[config.mk]
export PLATFORM = sky130hd
export DESIGN_NAME = reduce_gate_pipe
export DESIGN_NICKNAME = d
export VERILOG_FILES = /design/src/rtl/reduce_gate_pkg.sv /design/src/rtl/reduce_gate_stage.sv /design/src/rtl/reduce_gate_pipe.sv
export SDC_FILE = /design/constraint.sdc
export NUM_CORES = 1
export LEC_CHECK = 0
export ABC_CLOCK_PERIOD_IN_PS = 3800
export BUFFER_PORTS_ARGS = -buffer_cell sky130_fd_sc_hd__buf_4
export CAP_MARGIN = 0
export CORE_MARGIN = 2
export CORE_UTILIZATION = 60
export DETAILED_ROUTE_END_ITERATION = 8
export HOLD_SLACK_MARGIN = 0.15
export PLACE_DENSITY = 0.92
export SLEW_MARGIN = 20
export SYNTH_ARGS = -nofsm -noshare
export SYNTH_HDL_FRONTEND = slang
export SYNTH_SLANG_ARGS = --single-unit
[constraint.sdc]
create_clock -name Clk -period 3.8 [get_ports Clk]
set_input_delay 0.76 -clock Clk [delete_from_list [all_inputs] [get_ports Clk]]
set_output_delay 0.76 -clock Clk [all_outputs]
set_load 0.01 [all_outputs]
[src/rtl/reduce_gate_pkg.sv]
// reduce_gate_pkg: mode encoding and per-mode helpers shared by the
// reduction tree levels and the pipeline top.
package reduce_gate_pkg;

  typedef enum logic [2:0] {
    MODE_AND  = 3'd0,
    MODE_OR   = 3'd1,
    MODE_XOR  = 3'd2,
    MODE_NAND = 3'd3,
    MODE_NOR  = 3'd4,
    MODE_XNOR = 3'd5
  } mode_e;

  typedef enum logic [1:0] {
    OP_AND = 2'd0,
    OP_OR  = 2'd1,
    OP_XOR = 2'd2
  } op_e;

  // Modes 6 and 7 have no defined reduction.
  function automatic logic is_reserved(input logic [2:0] m);
    return (m > 3'(MODE_XNOR));
  endfunction

  // Value that leaves the base operator unchanged; used to pad the operand.
  function automatic logic identity(input logic [2:0] m);
    return (m == 3'(MODE_AND)) || (m == 3'(MODE_NAND));
  endfunction

  // Base operator with the inversion stripped off.
  function automatic op_e base_op(input logic [2:0] m);
    case (m)
      3'(MODE_AND), 3'(MODE_NAND): return OP_AND;
      3'(MODE_XOR), 3'(MODE_XNOR): return OP_XOR;
      default:                     return OP_OR;
    endcase
  endfunction

  function automatic logic is_inverting(input logic [2:0] m);
    return (m == 3'(MODE_NAND)) || (m == 3'(MODE_NOR)) || (m == 3'(MODE_XNOR));
  endfunction

  function automatic logic combine(input op_e op, input logic x, input logic y);
    case (op)
      OP_AND:  return x & y;
      OP_XOR:  return x ^ y;
      default: return x | y;
    endcase
  endfunction

endpackage

[src/rtl/reduce_gate_stage.sv]
// reduce_gate_stage: one registered level of the reduction tree. Combines
// adjacent bit pairs with the mode's base operator and registers the result
// together with the valid bit and mode; holds everything while !advance.
module reduce_gate_stage
  import reduce_gate_pkg::*;
#(
  parameter int unsigned IN_W = 2
) (
  input  logic              clk,
  input  logic              rst,
  input  logic              advance,
  input  logic              in_valid,
  input  logic [IN_W-1:0]   in_data,
  input  logic [2:0]        in_mode,
  output logic              out_valid,
  output logic [IN_W/2-1:0] out_data,
  output logic [2:0]        out_mode
);

  logic [IN_W/2-1:0] combined;

  // Pairwise combine of the incoming level.
  always_comb begin
    combined = '0;
    for (int unsigned i = 0; i < IN_W / 2; i++) begin
      combined[i] = combine(base_op(in_mode), in_data[2*i], in_data[2*i+1]);
    end
  end

  // Level register: shift on advance, otherwise hold.
  always_ff @(posedge clk or posedge rst) begin
    if (rst) begin
      out_valid <= 1'b0;
      out_data  <= '0;
      out_mode  <= '0;
    end else if (advance) begin
      out_valid <= in_valid;
      out_data  <= combined;
      out_mode  <= in_mode;
    end
  end

endmodule

[src/rtl/reduce_gate_pipe.sv]
// reduce_gate_pipe: pipelined WIDTH-input AND/OR/XOR (and inverted) reduction
// with valid/ready flow control. Optional statistics counter (CntClr,
// OnesCount) is built when REDUCE_GATE_STATS_EN is defined.
module reduce_gate_pipe
  import reduce_gate_pkg::*;
#(
  parameter int unsigned WIDTH = 8
) (
  input  logic             Clk,
  input  logic             Rst,
  input  logic             InValid,
  output logic             InReady,
  input  logic [WIDTH-1:0] A,
  input  logic [2:0]       Mode,
  output logic             OutValid,
  input  logic             OutReady,
  output logic             Out,
  output logic             ModeErr
`ifdef REDUCE_GATE_STATS_EN
  ,
  input  logic             CntClr,
  output logic [15:0]      OnesCount
`endif
);

  localparam int unsigned STAGES = $clog2(WIDTH);
  localparam int unsigned PW     = 1 << STAGES;

  // All tree levels packed into one vector: level k starts at 2*PW - 2*(PW>>k)
  // and is PW>>k bits wide, so the final single bit sits at 2*PW-2.
  logic [2*PW-2:0] tree;
  logic [PW-1:0]   padded;
  logic [STAGES:0] vld;
  logic [2:0]      mode_l [0:STAGES];
  logic            advance;
  logic            last_bit;
  logic [2:0]      last_mode;

  assign advance  = OutReady || !OutValid;
  assign InReady  = advance;
  assign OutValid = vld[STAGES];

  // Level 0: operand padded up to a power of two with the mode identity.
  always_comb begin
    padded             = {PW{identity(Mode)}};
    padded[WIDTH-1:0]  = A;
  end

  assign tree[PW-1:0] = padded;
  assign vld[0]       = InValid;
  assign mode_l[0]    = Mode;

  for (genvar k = 0; k < STAGES; k++) begin : g_lvl
    localparam int unsigned IW      = PW >> k;
    localparam int unsigned OFF_IN  = 2*PW - 2*IW;
    localparam int unsigned OFF_OUT = OFF_IN + IW;

    reduce_gate_stage #(.IN_W(IW)) u_stage (
      .clk      (Clk),
      .rst      (Rst),
      .advance  (advance),
      .in_valid (vld[k]),
      .in_data  (tree[OFF_IN +: IW]),
      .in_mode  (mode_l[k]),
      .out_valid(vld[k+1]),
      .out_data (tree[OFF_OUT +: IW/2]),
      .out_mode (mode_l[k+1])
    );
  end

  assign last_bit  = tree[2*PW-2];
  assign last_mode = mode_l[STAGES];

  // Output mapping from the last registered level: inversion and reserved-mode flag.
  always_comb begin
    ModeErr = is_reserved(last_mode);
    Out     = ModeErr ? 1'b0 : (last_bit ^ is_inverting(last_mode));
  end

`ifdef REDUCE_GATE_STATS_EN
  // Saturating count of delivered results equal to 1; clear beats increment.
  always_ff @(posedge Clk or posedge Rst) begin
    if (Rst) begin
      OnesCount <= '0;
    end else if (CntClr) begin
      OnesCount <= '0;
    end else if (OutValid && OutReady && Out && (OnesCount != 16'hFFFF)) begin
      OnesCount <= OnesCount + 16'd1;
    end
  end
`endif

endmodule

* Word-level counts from Yosys, hierarchy flattened
Cells that the tools add are included.
** Storage, ports and cells
- Register bits after elaboration :: 19
- Latch bits :: 0
- RAM bits :: 0
- Memory bits (read-only) :: 0
- Bits of input ports :: 15
- Output and inout bits :: 4
- Logic and storage cells :: 74
- Memories kept :: 0
** Operators by class
- Add/sub/neg operators :: 0
- Multipliers :: 0
- Divide/modulo/power cells :: 0
- $lt $le $gt $ge :: 1
- Eq/ne operators :: 15
- Shift operators :: 0
- Muxes and demuxes :: 11
- Bitwise gates (word level) :: 22
- Reductions and logical operators :: 16
** Operators by type and width (number)
- $eq A3 B2 Y1 const B :: 7
- $eq A3 B3 Y1 const B :: 5
- $pmux W1 S2 :: 7
- $pmux W2 S2 :: 3
- $reduce_or A2 Y1 :: 6
- $logic_not A3 Y1 :: 3
- $xor A1 B1 Y1 :: 8
- $and A1 B1 Y1 :: 7
- $or A1 B1 Y1 :: 7
- $eq A2 B2 Y1 const B :: 3
- $logic_not A2 Y1 :: 3
- $gt A3 B3 Y1 const B :: 1
- $logic_or A1 B1 Y1 :: 3
- $logic_not A1 Y1 :: 1
- $mux W1 :: 1

* Logic depth before layout (Yosys ltp)
Gate-level depths: netlist of the first run.
- Word-level depth :: 5
- Depth in mapped cells :: 6

* Hierarchy
Synthesis of the first run repeated with hierarchy kept, for this count alone.
** Second synthesis, totals
- Cells, all modules :: 138
- Area total of the unflattened synthesis :: 1411.4 um^2
** Modules (own cells, without submodules)
- reduce_gate_stage at g_lvl[0].u_stage :: instances 1, cells each 69, area an instance 676.9 um^2, seq. area each 200.2 um^2
- reduce_gate_stage at g_lvl[1].u_stage :: instances 1, cells each 37, area an instance 405.4 um^2, seq. area each 150.1 um^2
- reduce_gate_stage at g_lvl[2].u_stage :: instances 1, cells each 26, area an instance 280.3 um^2, seq. area each 125.1 um^2
- reduce_gate_pipe :: instances 1, cells each 6, area an instance 48.8 um^2, seq. area each 0.0 um^2

* Worst setup path before layout of the first run
Ideal clock, no wire load.
- Kind :: input-to-output
- Start point :: in OutReady
- End point :: out InReady
- Arrival time :: 1.363 ns
- Setup slack :: 1.677 ns
- Cell stages on the path :: 4
- Path through :: nor2b_1 > buf_4 > clkinv_1 > buf_2
** On the way
- Word-level cells in the longest chain between the ends :: 1
** RTL lines
- start: declaration :: line reduce_gate_pipe.sv:16 : input logic OutReady,
- $logic_or A1 B1 Y1 :: line reduce_gate_pipe.sv:39 : assign advance = OutReady || !OutValid;
- end: declaration :: line reduce_gate_pipe.sv:12 : output logic InReady,
No other way between the ends.

* Final worst setup path of the first run
Ends and elaborated chain as after synthesis.

==> flow_summary.ini, run 1 <==
[clock_network]
hold_buffers = 0
insertion_delay_ps = 300
cts_buffers = 3
clk_path_buf_depth = 2
htreeDepth = 1
clk_transition_reported_paths_ps = 120
clock-sinks = 19
post_cts_buffers = 0
cts_root_buffer = clkbuf_4
post_cts_resized = 0
cts_tree = yes

[worst_setup_path]
reg2reg_to = g_lvl[0].u_stage.out_data[0]
required_ps = 3040
r2r-start = g_lvl[2].u_stage.out_valid
cp.arrival_ps = 1480
end_kind = output pin
cp_max_fo = 18
crit_type = input pin to output pin
ff2ff_path_depth = 7
cp-start-kind = input pin
r2r_setup_slack_ps = 2130

[die]
coreArea_sq_um = 2150
dieArea_sq_um = 2600
die_height_um = 51.0
die_width_um = 51.0
initial_core_util = 0.617
ioPinCount = 19
row_count = 17

[routing]
vias_per_cell = 5.40
ant_nets = 0
drt_iter0_drc = 17
routed_wl_um = 2540
wl_per_cell_um = 12.5
drtPass1Iterations = 5
drc_errors = 0
vias = 1097

[layout]
n_antenna_cell = 0
final_common_cell = nand2_1
final_layout_size_suffix_gt1_frac = 0.160
postLayoutCellArea_sq_um = 1500
final_cell_mix = 32 x nand2_1, 20 x buf_4, 19 x dfrtp_1, 16 x o21ai_0, 16 x inv_1
nNetsFinal = 205
fin_util = 0.700
area_growth_pct = 13.5

[power_and_ir_drop]
power_density_nw_per_um2 = 536
ir_worst_vdd_uv = 329
p_leak_nw = 0.773

[place]
gp_congestion = 0.845
port_buffers = 18
post_dp_cell_area_sq_um = 1480
pre_cts_slack_ps = 1560
dp_hpwl_um = 1940

[timing]
tightest_slew_ps = 695
clock_skew_ps = 5.55
fmax_mhz = 446
max_slew_margin = 0.536
rsz0062_at_grt = no
setup_tns_ps = 0
report.final.slew_viol_count = 0
period_minus_slack_ps = 2240
hold_violations = 0
setup_viol = 0
fin_hold_ws_ps = 480
fin_crit_sh = 0.590
fin_ws_ps = 1560

[global_route]
grt_pass1_wl_um = 4510
antenna_found_initial = 0
grt_max_degree = 20
grt_usage = 0.226
gr-total-overflow = 0
grt_pass1_vias = 1085

[hold_path]
holdPathEnd = g_lvl[2].u_stage.out_valid
hold_start = g_lvl[1].u_stage.out_valid
whs_path_depth = 1
min_path_type = flip-flop to flip-flop

[status]
status = completed

[synthesis]
synth_warnings = 0
synth_area_per_cell_sq_um = 8.39
synth_seq_cells = 19
ys_seq_area_frac = 0.359
netlist_area_sq_um = 1330
synth_cells = 158
syn_nets = 187
synth_cell_types = 33

[flow_run]
maxCapViolCount = 0
-- metal layers --
layer | global-route usage | wire length, um | vias to the layer above
li1 | - | - | 568
met1 | 0.265 | 1110 | 514
met2 | 0.422 | 1380 | 13
met3 | 0.0205 | 41 | 2
met4 | 0.0811 | 12 | 0
met5 | 0 | 0 | -
-- stage by stage --
step | total power, mW | instances
final | 0.805 | 203
after global routing | 0.879 | 203
after CTS | 0.810 | 203
after detailed placement | 0.705 | 199
after global placement | 0.676 | 199
after floorplan | 0.593 | 158
-- Yosys cell counts --
master | count | area [sq um]
or2b_1 | 1 | 7.51
inv_1 | 16 | 60.1
nor2b_4 | 1 | 13.8
nand3_1 | 2 | 10.0
a21oi_1 | 6 | 30.0
maj3_2 | 2 | 22.5
mux2i_1 | 4 | 40.0
o22ai_1 | 1 | 6.26
clkbuf_1 | 3 | 11.3
nor3_1 | 2 | 10.0
o21bai_1 | 1 | 7.51
and4b_1 | 1 | 10.0
nor4_1 | 2 | 12.5
nand3b_1 | 4 | 30.0
nand2_1 | 32 | 120
dfrtp_1 | 19 | 475
nor2b_1 | 4 | 25.0
o311a_1 | 2 | 20.0
buf_2 | 3 | 15.0
xnor2_1 | 1 | 8.76
a31oi_1 | 1 | 6.26
a22oi_1 | 4 | 30.0
nand2b_1 | 2 | 12.5
clkinv_1 | 1 | 3.75
a41oi_1 | 1 | 8.76
a21o_1 | 1 | 7.51
mux2_2 | 1 | 11.3
nor2_1 | 5 | 18.8
and2_1 | 2 | 12.5
o21ai_0 | 16 | 80.1
nor3b_1 | 2 | 15.0
ha_1 | 14 | 175
buf_4 | 1 | 7.51
-- final cells by class --
cell class              count  area (sq um)
clock buffers               3          22.5
clock inverters             1          5.00
fillers                   173           644
inverters                  17          63.8
multi-input cells         115           752
flip-flops and latches     19           475
well taps                  28          35.0
repair buffers             20           150
-- worst max-delay path, stage by stage --
cell	delay (ps)
buf_4	110
nor2b_1	120
buf_4	230
clkinv_1	110
buf_4	150
-- how the worst max path moves through the flow --
stage	startpoint	to	slack, ps
finish	OutReady	InReady	1560
global route	OutReady	InReady	1500
CTS	OutReady	InReady	1550
detailed placement	OutReady	InReady	1560
global placement	OutReady	InReady	1620
floorplan	OutReady	InReady	1680
-- power breakdown --
part	internal (mW)	switching, mW	leakage (nW)	total (mW)
clock	0.0392	0.0649	0.0177	0.104
sequential	0.275	0.0736	0.228	0.348
combinational	0.179	0.174	0.527	0.353
-- sequential cells by signal (all words and copies together), names as in the netlist --
name                     cells
g_lvl.u_stage.out_valid      3
g_lvl.u_stage.out_mode       9
g_lvl.u_stage.out_data       7
-- logic make-up after synthesis --
group	synth area share
simple gates	0.225
compound gates	0.148
buf+inv	0.0737
flops	0.359
fa+ha+maj	0.149
mux	0.0387
xor+xnor	0.00661
(Power assumes the default switching activity.)
==> inputs of run 2 (changes only) <==
--- a/config.mk
+++ b/config.mk
@@ -5,14 +5,14 @@
 export SDC_FILE = /design/constraint.sdc
 export NUM_CORES = 1
 export LEC_CHECK = 0
-export ABC_CLOCK_PERIOD_IN_PS = 3800
+export ABC_CLOCK_PERIOD_IN_PS = 2200
 export BUFFER_PORTS_ARGS = -buffer_cell sky130_fd_sc_hd__buf_4
 export CAP_MARGIN = 0
 export CORE_MARGIN = 2
-export CORE_UTILIZATION = 60
+export CORE_UTILIZATION = 56
 export DETAILED_ROUTE_END_ITERATION = 8
 export HOLD_SLACK_MARGIN = 0.15
-export PLACE_DENSITY = 0.92
+export PLACE_DENSITY = 0.87
 export SLEW_MARGIN = 20
 export SYNTH_ARGS = -nofsm -noshare
 export SYNTH_HDL_FRONTEND = slang
==> constraint.sdc (replaced) <==
create_clock -name Clk -period 2.2 [get_ports Clk]
set_input_delay 0.44 -clock Clk [delete_from_list [all_inputs] [get_ports Clk]]
set_output_delay 0.44 -clock Clk [all_outputs]
set_load 0.01 [all_outputs]
==> run 2 against run 1 <==
Critical path depth is 2 lower. Routed wire length down 2.6%. Via count rose by 0.36%. Worst hold slack worse by 250 ps. Count of clock-buffer cells in the layout unchanged. Largest cell class unchanged. Highest routed layer unchanged.
==> flow_summary.ini, run 2 (synthesis gave the netlist of run 1 again) <==
[routing]
vias = 1101
wl_per_cell_um = 12.2
ant_nets = 0
drtPass1Iterations = 4
vias_per_cell = 5.42
drc_errors = 0
routed_wl_um = 2470
drt_iter0_drc = 15

[clock_network]
insertion_delay_ps = 300
post_cts_resized = 0
clock-sinks = 19
post_cts_buffers = 0
cts_root_buffer = clkbuf_4
htreeDepth = 1
cts_tree = yes
hold_buffers = 0
clk_path_buf_depth = 2
clk_transition_reported_paths_ps = 110
cts_buffers = 3

[die]
row_count = 17
initial_core_util = 0.593
die_height_um = 52.6
coreArea_sq_um = 2230
ioPinCount = 19
die_width_um = 52.6
dieArea_sq_um = 2770

[layout]
fin_util = 0.673
final_cell_mix = 32 x nand2_1, 20 x buf_4, 19 x dfrtp_1, 16 x o21ai_0, 16 x inv_1
n_antenna_cell = 0
reg_top3 = g_lvl.u_stage.out_mode x9, g_lvl.u_stage.out_data x7, g_lvl.u_stage.out_valid x3
nNetsFinal = 205
final_common_cell = nand2_1
fin_cells = 203
max_flop_register = g_lvl.u_stage.out_mode
final_layout_size_suffix_gt1_frac = 0.160
largest_register_ffs = 9
area_growth_pct = 13.5

[power_and_ir_drop]
switchingPower_uw = 536
switching_share = 0.386
p_clk_frac = 0.128
ir_worst_vdd_uv = 639
finalPower_mw = 1.39
p_int_uw = 852
pwr-share-comb = 0.439
p_leak_nw = 0.773
p_seq_frac = 0.432
power_density_nw_per_um2 = 923

[global_route]
grt_pass1_wl_um = 4230
gr-total-overflow = 0
grt_usage = 0.206
grt_pass1_vias = 1068
grt_max_degree = 20
antenna_found_initial = 0

[worst_setup_path]
cp.arrival_ps = 1370
cp_cell_sequence = mux2_2 -> o22ai_1 -> buf_4
end_kind = output pin
slowest_delay_ps = 420
cp-start-kind = flip-flop
crit_slowest_cell = dfrtp_1
cp_max_fo = 3
crit_type = flip-flop to output pin
required_ps = 1760

[timing]
hold_violations = 0
fin_crit_sh = 0.824
setup_tns_ps = 0
report.final.slew_viol_count = 0
rsz0062_at_grt = no
fmax_mhz = 552
max_slew_margin = 0.540
clock_skew_ps = 10.1
period_minus_slack_ps = 1810
tightest_slew_ps = 690
setup_viol = 0

[hold_path]
min_path_type = input pin to asynchronous set/reset pin

[place]
gp_congestion = 0.755
dp.cells = 199
dp_hpwl_um = 1960
port_buffers = 18

[flow_run]
maxCapViolCount = 0

[status]
status = completed
## run 2: power by group through the flow
stage               logic (mW)  registers, mW  clock network [mW]
floorplan                0.455          0.569                   0
CTS                      0.618          0.604               0.182
global route             0.695          0.624               0.199
global placement         0.576          0.593                   0
detailed placement       0.616          0.610                   0
finish                   0.610          0.600               0.178
## run 2: metrics by stage
stage               setup slack [ps]  hold slack (ps)  instance area [sq um]
global placement                 727              440                   1480
CTS                              365              253                   1500
detailed placement               685              464                   1480
finish                           387              227                   1500
global route                     331              282                   1500
floorplan                        717              391                   1330
## run 2: worst paths after layout
kind | from | end | slack, ps | depth (start not counted)
max in group asynchronous | Rst | g_lvl[1].u_stage.out_mode[2] | 1530 | 2
min in group Clk | InValid | g_lvl[0].u_stage.out_valid | 330 | 3
max | g_lvl[2].u_stage.out_data | Out | 390 | 3
max reg2reg | g_lvl[0].u_stage.out_data[2] | g_lvl[1].u_stage.out_data[1] | 740 | 5
min reg2reg | g_lvl[1].u_stage.out_valid | g_lvl[2].u_stage.out_valid | 490 | 1
min | Rst | g_lvl[1].u_stage.out_valid | 230 | 2
## run 2: per-layer routing
metal  routed length (um)  part of all wire  track usage
met1                 1010              0.41        0.215
met2                 1340              0.54        0.394
met3                   74             0.030       0.0229
met4                   47             0.019        0.111
met5                    0                 0            0
## run 2: worst max-delay path: cells and delay by family, from the launching register on
family / cells / cell delay [ps]
DFF: 1 / 420
muxes: 1 / 350
AOI/OAI and AO/OA: 1 / 160
buffers and inverters: 1 / 150
## run 2: layout make-up
type	count	area, sq um
clock buffer	3	22.5
inverter	17	63.8
sequential	19	475
clock inverter	1	5.00
fill	188	729
timing repair buffer	20	150
multi-input combinational	115	752
tap	28	35.0
